===== src/rtl/mux_ctrl_pkg.sv =====
// Shared definitions for front-panel select controllers: select width sizing
// and the lowest-set-bit priority encoder.
package mux_ctrl_pkg;

   localparam int unsigned SEL_NONE = 0;
   localparam int unsigned MAX_BTN  = 16;

   function automatic int unsigned sel_width(input int unsigned n_btn);
      return $clog2(n_btn + 1);
   endfunction

   // Index of the lowest set bit; returns 0 when no bit is set.
   function automatic logic [4:0] lowest_set(input logic [MAX_BTN-1:0] v);
      logic [4:0] idx;
      idx = '0;
      for (int i = MAX_BTN - 1; i >= 0; i--) begin
         if (v[i]) idx = 5'(i);
      end
      return idx;
   endfunction

endpackage


===== src/rtl/btn_debounce.sv =====
// Two-flop synchroniser followed by a stability counter for one raw button.
// The stable output only follows the input after DEBOUNCE_CYCLES steady samples.
module btn_debounce #(
   parameter int unsigned DEBOUNCE_CYCLES = 4
) (
   input  logic clk,
   input  logic reset,
   input  logic raw,
   output logic stable
);

   logic sync1;
   logic bs;

   always_ff @(posedge clk or negedge reset) begin
      if (!reset) begin
         sync1 <= 1'b0;
         bs    <= 1'b0;
      end else begin
         sync1 <= raw;
         bs    <= sync1;
      end
   end

   generate
      if (DEBOUNCE_CYCLES == 0) begin : g_bypass
         assign stable = bs;
      end else begin : g_count
         localparam int unsigned CW = $clog2(DEBOUNCE_CYCLES + 1);
         localparam logic [CW-1:0] LAST = CW'(DEBOUNCE_CYCLES - 1);

         logic [CW-1:0] cnt;
         logic          db;

         // cnt holds the number of consecutive samples that disagreed with db.
         always_ff @(posedge clk or negedge reset) begin
            if (!reset) begin
               cnt <= '0;
               db  <= 1'b0;
            end else if (bs == db) begin
               cnt <= '0;
            end else if (cnt == LAST) begin
               db  <= bs;
               cnt <= '0;
            end else begin
               cnt <= cnt + CW'(1);
            end
         end

         assign stable = db;
      end
   endgenerate

endmodule


===== src/rtl/mux_sel_ctrl.sv =====
// Front-panel mux select controller: debounced button presses set a sticky
// select code, the lock switch freezes it, and pressing all buttons clears it.
module mux_sel_ctrl
   import mux_ctrl_pkg::*;
#(
   parameter int unsigned N_BTN           = 5,
   parameter int unsigned DEBOUNCE_CYCLES = 4,
   parameter int unsigned SEL_W           = sel_width(N_BTN)
) (
   input  logic             clk,
   input  logic             reset,
   input  logic [N_BTN-1:0] buttons,
   input  logic             lock,
   output logic [SEL_W-1:0] sel,
   output logic             changed
);

   logic [N_BTN-1:0]   db;
   logic [N_BTN-1:0]   db_q;
   logic [N_BTN-1:0]   press;
   logic [MAX_BTN-1:0] press_w;
   logic [SEL_W-1:0]   next_sel;
   logic               lock_s1;
   logic               ls;

   for (genvar i = 0; i < N_BTN; i++) begin : g_btn
      btn_debounce #(
         .DEBOUNCE_CYCLES(DEBOUNCE_CYCLES)
      ) u_debounce (
         .clk   (clk),
         .reset (reset),
         .raw   (buttons[i]),
         .stable(db[i])
      );
   end

   assign press = db & ~db_q;

   always_comb begin
      press_w              = '0;
      press_w[N_BTN-1:0]   = press;
      if (&db) begin
         next_sel = SEL_W'(SEL_NONE);
      end else begin
         next_sel = SEL_W'(lowest_set(press_w)) + SEL_W'(1);
      end
   end

   // Presses seen while locked are dropped rather than held for later.
   always_ff @(posedge clk or negedge reset) begin
      if (!reset) begin
         lock_s1 <= 1'b0;
         ls      <= 1'b0;
         db_q    <= '0;
         sel     <= SEL_W'(SEL_NONE);
         changed <= 1'b0;
      end else begin
         lock_s1 <= lock;
         ls      <= lock_s1;
         db_q    <= db;
         changed <= 1'b0;
         if ((|press) && !ls) begin
            sel     <= next_sel;
            changed <= (next_sel != sel);
         end
      end
   end

endmodule


===== config.mk =====
export PLATFORM = sky130hd
export DESIGN_NAME = mux_sel_ctrl
export DESIGN_NICKNAME = d
export VERILOG_FILES = /design/src/rtl/mux_ctrl_pkg.sv /design/src/rtl/btn_debounce.sv /design/src/rtl/mux_sel_ctrl.sv
export SDC_FILE = /design/constraint.sdc
export NUM_CORES = 1
export LEC_CHECK = 0
export CAP_MARGIN = 20
export CORE_AREA = 2 2 59 61
export DETAILED_ROUTE_END_ITERATION = 10
export DIE_AREA = 0 0 61 63
export PLACE_DENSITY = 0.69
export SETUP_SLACK_MARGIN = 0.2
export SLEW_MARGIN = 20
export SYNTH_ARGS = -nofsm -noshare
export SYNTH_HDL_FRONTEND = slang
export SYNTH_SLANG_ARGS = --single-unit

===== constraint.sdc =====
create_clock -name clk -period 3.18 [get_ports clk]
set_input_delay 0.318 -clock clk [delete_from_list [all_inputs] [get_ports clk]]
set_output_delay 0.318 -clock clk [all_outputs]
set_load 0.1 [all_outputs]

## Word level (Yosys, flattened, before mapping)

Cells that the tools add are included.

- Add/subtract/negate cells: 6
- Equality and inequality tests: 11
- Multiplexer cells: 18
- Bitwise operators: 7
- Reductions and logical operators: 9

Operators with widths:

| kind | count |
|---|---|
| $mux 3 | 17 |
| $add 3x1->3 const B | 6 |
| $eq 3x2->1 const B | 5 |
| $reduce_and 2->1 | 5 |
| $and 5x5->5 | 1 |
| $eq 1x1->1 | 5 |
| $not 1->1 | 5 |
| $not 5->5 | 1 |
| $reduce_and 5->1 | 1 |
| $reduce_or 5->1 | 1 |
| $ne 3x3->1 | 1 |
| $logic_and 1x1->1 | 1 |
| $logic_not 1->1 | 1 |
| $mux 1 | 1 |

- Register bits: 41
- Input port bits: 8
- Output and inout bits: 4
- Word-level logic and storage cells: 76

## Longest topological paths before layout

- Word-level depth: 12
- Mapped depth: 8
- Depth with buffers taken out: 8

## Hierarchy

A second synthesis with hierarchy kept.

- Cell total of the unflattened synthesis: 108
- Area, all modules: 1626.6 um^2

By module, submodules not included:

| module | instances | cells an instance | area an instance (um^2) | sequential area each (um^2) |
|---|---|---|---|---|
| btn_debounce (g_btn[1].u_debounce ...) | 4 | 13 | 216.5 | 150.1 |
| mux_sel_ctrl | 1 | 43 | 531.8 | 275.3 |
| btn_debounce (g_btn[0].u_debounce) | 1 | 13 | 229.0 | 150.1 |

## Worst setup path after synthesis

No wires, ideal clock.

- Path type: register to register
- Start: reg g_btn[3].u_debounce.g_count.db
- End: reg changed
- Library setup time: 139 ps
- Arrival time: 1969 ps
- Required time: 3041 ps
- Path slack: 1072 ps
- Stages on the path, launching flop included: 9
- Buffers on the path: 0
- Period minus slack after synthesis: 2108 ps
- Cells stage by stage: dfrtp_1 > nor2b_1 > a21oi_1 > nor2_1 > ha_1 > or4_1 > o32ai_1 > a211o_1 > a31oi_1

- Cells in the longest elaborated chain, start to end: 10
- Elaborated cells on any way between the ends: 13
- Classes of those cells: add/sub: 1; eq/ne: 1; mux: 7; bitwise: 1; reduce/logical: 3

Ends and longest elaborated chain:

| element | line | RTL |
|---|---|---|
| from (decl) | btn_debounce.sv:33 | `logic db;` |
| from (signal assigned) | btn_debounce.sv:43 | `db <= bs;` |
| $and 5x5->5 | mux_sel_ctrl.sv:37 | `assign press = db & ~db_q;` |
| $mux 3 (4 in series) | mux_ctrl_pkg.sv:17 | `if (v[i]) idx = 5'(i);` |
| $mux 3 | mux_sel_ctrl.sv:42 | `if (&db) begin` |
| $add 3x1->3 | mux_sel_ctrl.sv:45 | `next_sel = SEL_W'(lowest_set(press_w)) + SEL_W'(1);` |
| $mux 3 | mux_sel_ctrl.sv:42 |  |
| $ne 3x3->1 | mux_sel_ctrl.sv:64 | `changed <= (next_sel != sel);` |
| $mux 1 (*) | mux_sel_ctrl.sv:62 | `if ((\|press) && !ls) begin` |
| to (signal assigned) | mux_sel_ctrl.sv:64 |  |
| to (decl) | mux_sel_ctrl.sv:15 | `output logic changed` |

Mark *: on every way between the ends. The rest lies on a longest branch, timed or not. The select of a mux whose other input is x is not followed.
A chain may end at the register's enable or synchronous reset.

## Worst setup path in the final report

- Start: reg g_btn[1].u_debounce.g_count.db
- End: reg changed

- Cells in the longest elaborated chain, start to end: 8
- Elaborated cells on any way between the ends: 11
- Classes of those cells: add/sub: 1; eq/ne: 1; mux: 5; bitwise: 1; reduce/logical: 3

Ends and longest elaborated chain:

| element | line |
|---|---|
| from (decl) | btn_debounce.sv:33 |
| from (signal assigned) | btn_debounce.sv:43 |
| $and 5x5->5 | mux_sel_ctrl.sv:37 |
| $mux 3 (2 in series) | mux_ctrl_pkg.sv:17 |
| $mux 3 | mux_sel_ctrl.sv:42 |
| $add 3x1->3 | mux_sel_ctrl.sv:45 |
| $mux 3 | mux_sel_ctrl.sv:42 |
| $ne 3x3->1 | mux_sel_ctrl.sv:64 |
| $mux 1 (*) | mux_sel_ctrl.sv:62 |

Marks and branches as above.

==> results.toml <==
[setup_path]
ff2ff_path_depth = 8
rrSetupSlack_ns = 0.84
r2r-end = "changed"
path_class = "reg2reg"
critPathLaunch = "g_btn[1].u_debounce.stable"
r2r_start = "g_btn[1].u_debounce.stable"
crit_arrival_ns = 2.57
crit_path_end_kind = "flip-flop"
start_kind = "flip-flop"
critical_path_required_ns = 3.40
cp_max_fo = 5

[power_and_ir_drop]
p_comb_share_pct = 40.8
p_seq_share_pct = 45.3
power_leakage_nw = 0.7967
clock_power_share_pct = 13.9
p_switching_uw = 657.0
finalPower_mw = 1.694
swShare_pct = 38.78
p_int_mw = 1.037
ir_worst_vdd_mv = 0.3318
power_density_nw_per_um2 = 952.3

[yosys]
ys_seq_area_share_pct = 65.44
synth_top_area_share_pct = 65.44
ys_ff_latch = 41
ys_warn_count = 0
synth_fp_nets = 129
synth_most_common_cell = "dfrtp_1"
yosys.area.top_type = "dfrtp_1"
ys.flop_type = "dfrtp_1"
synth_edf_count = 0
synth_area_um2 = 1568
synthDistinctLibCells = 27
synth.avg_cell_area_um2 = 13.63
synthCells = 115
synth.area.top_cells = "dfrtp_1 (65%), ha_1 (4.8%), nor2b_1 (4.4%)"
synth-async-reset-ratio_pct = 100.0
synth_common_cells = "dfrtp_1 (41), nor2b_1 (11), nor3b_1 (9)"

[floorplanning]
die_y_um = 63
row_count = 21
die_area_um2 = 3843
coreArea_um2 = 3232
die_x_um = 61
io_pins = 12
start_util_pct = 48.51

[detailed_routing]
vias = 940
post_drt_via_cell_ratio = 5.222
drc = 0
wire_per_inst_um = 11.96
drtPass1Iterations = 4
wl_um = 2153
drt_iter0_drc = 102
ant_nets = 0

[place]
gp_congestion = 0.8280
hpwl_um = 1555
portBuffers = 11
dp.cells = 172

[clock_network]
holdBufCountCts = 0
cts_buffers = 5
clock-sinks = 41
cts_tree = "yes"
h-tree-depth = 2
clkTransAtPathRegs_ns = 0.11
cts_resized = 0
clock_path_buffers = 2
post-cts-setup-buffers = 0
worstSkewPairLatency_ns = 0.34
root_buffer = "clkbuf_4"

[worst_hold_path]
hold_class = "in2async"

[sta]
slew-limit-headroom_pct = 35.57
setup_tns_ns = 0
hold_viol = 0
drv_slew = 0
min_period_over_period_pct = 73.70
setup_viol_count_final = 0
finalCriticalPeriod_ns = 2.344
grt_setup_unrepaired = "false"
skew_ns = 0.01013
worst_pin_slew_ns = 0.9635
max_clock_freq_mhz = 426.7

[global_route]
antenna_found_initial = 0
overflow = 0
track_usage_pct = 14.11
grt_max_degree = 42
grt_first_pass_wirelength_um = 3988
grt_pass1_vias = 959

[cells_and_area]
area_growth_pct = 13.49
fin_nets = 147
n_antenna_cell = 0
fillers = 294
layout-drive-gt1-share_pct = 10.45
layout.cells.non_filler = 180
fin_util_pct = 55.05

[job]
maxCapViolCount = 0

[outcome]
outcome = "finished clean"
## placed cells by master, fill, tap and decap left out, drive strengths merged, types with 2 or more instances in the layout
master,instances
clkdlybuf4s50,10
nand2,6
ha,6
a21oi,2
nor3b,9
nand2b,2
nor2,2
xnor2,5
or4,3
nor3,8
o31ai,2
clkbuf,8
nor2b,11
dfrtp,41
mux2,5
## how the worst max path moves through the flow
stage | end | slack, ns | cells after the start
2_1_floorplan | changed | 1.07 | 8
3_3_place_gp | changed | 0.99 | 8
3_5_place_dp | changed | 0.86 | 8
4_1_cts | changed | 0.85 | 8
5_1_grt | changed | 0.73 | 8
6_report | changed | 0.84 | 8
## logic make-up after synthesis
logic type	Yosys count	synth area share, %
adder cells (fa/ha/maj)	6	4.788
AND/OR/NAND/NOR	45	17.56
XOR/XNOR	5	2.793
buffers and inverters	1	0.2392
AO/OA/AOI/OAI	12	5.587
flip-flops	41	65.44
multiplexers	5	3.591
## layer usage
layer | GRT usage (%) | vias up | wire, µm
met3 | 4.555 | 8 | 108
li1 | - | 447 | -
met2 | 20.56 | 24 | 1056
met5 | 0 | - | 0
met4 | 9.783 | 0 | 70
met1 | 17.27 | 461 | 918
## state kept, by name, summed over array words and instances (netlist names)
| name | count |
|---|---|
| ls | 1 |
| changed | 1 |
| sel | 3 |
| db_q | 5 |
| g_btn.u_debounce.bs | 5 |
| g_btn.u_debounce.g_count.cnt | 15 |
| g_btn.u_debounce.stable | 5 |
| g_btn.u_debounce.sync1 | 5 |
| lock_s1 | 1 |
## metrics by stage
stage	area, µm²	worst slack, ns	hold WS, ns
floorplan	1568	1.072	0.02241
global placement	1730	0.9879	0.3329
detailed placement	1730	0.8613	0.3373
CTS	1779	0.8485	0.1118
global route	1779	0.7320	0.1168
finish	1779	0.8363	0.07491
## final cells by class
cell class	instances	area, µm²	share of cell area, %
Sequential cell	41	1026	57.66
Multi-Input combinational cell	73	538.0	30.24
Timing Repair Buffer	11	105.1	5.907
Tap cell	46	57.56	3.235
Clock buffer	8	48.80	2.743
Inverter	1	3.754	0.2110
## critical path, stage by stage (launching register included)
cell	delay, ns
dfrtp_1	0.44
nor2b_1	0.17
a21oi_1	0.23
nor2_1	0.12
ha_1	0.35
or4_1	0.53
o32ai_1	0.16
a211o_1	0.16
a31oi_1	0.06
## power by group through the flow
stage / clock (mW) / sequential, mW / combinational, mW
2_1_floorplan: 0 / 0.906 / 0.405
6_report: 0.236 / 0.767 / 0.692
5_1_grt: 0.282 / 0.792 / 0.761
3_3_place_gp: 0 / 0.770 / 0.663
3_5_place_dp: 0 / 0.782 / 0.690
4_1_cts: 0.247 / 0.769 / 0.693
(Power assumes the default switching activity.)
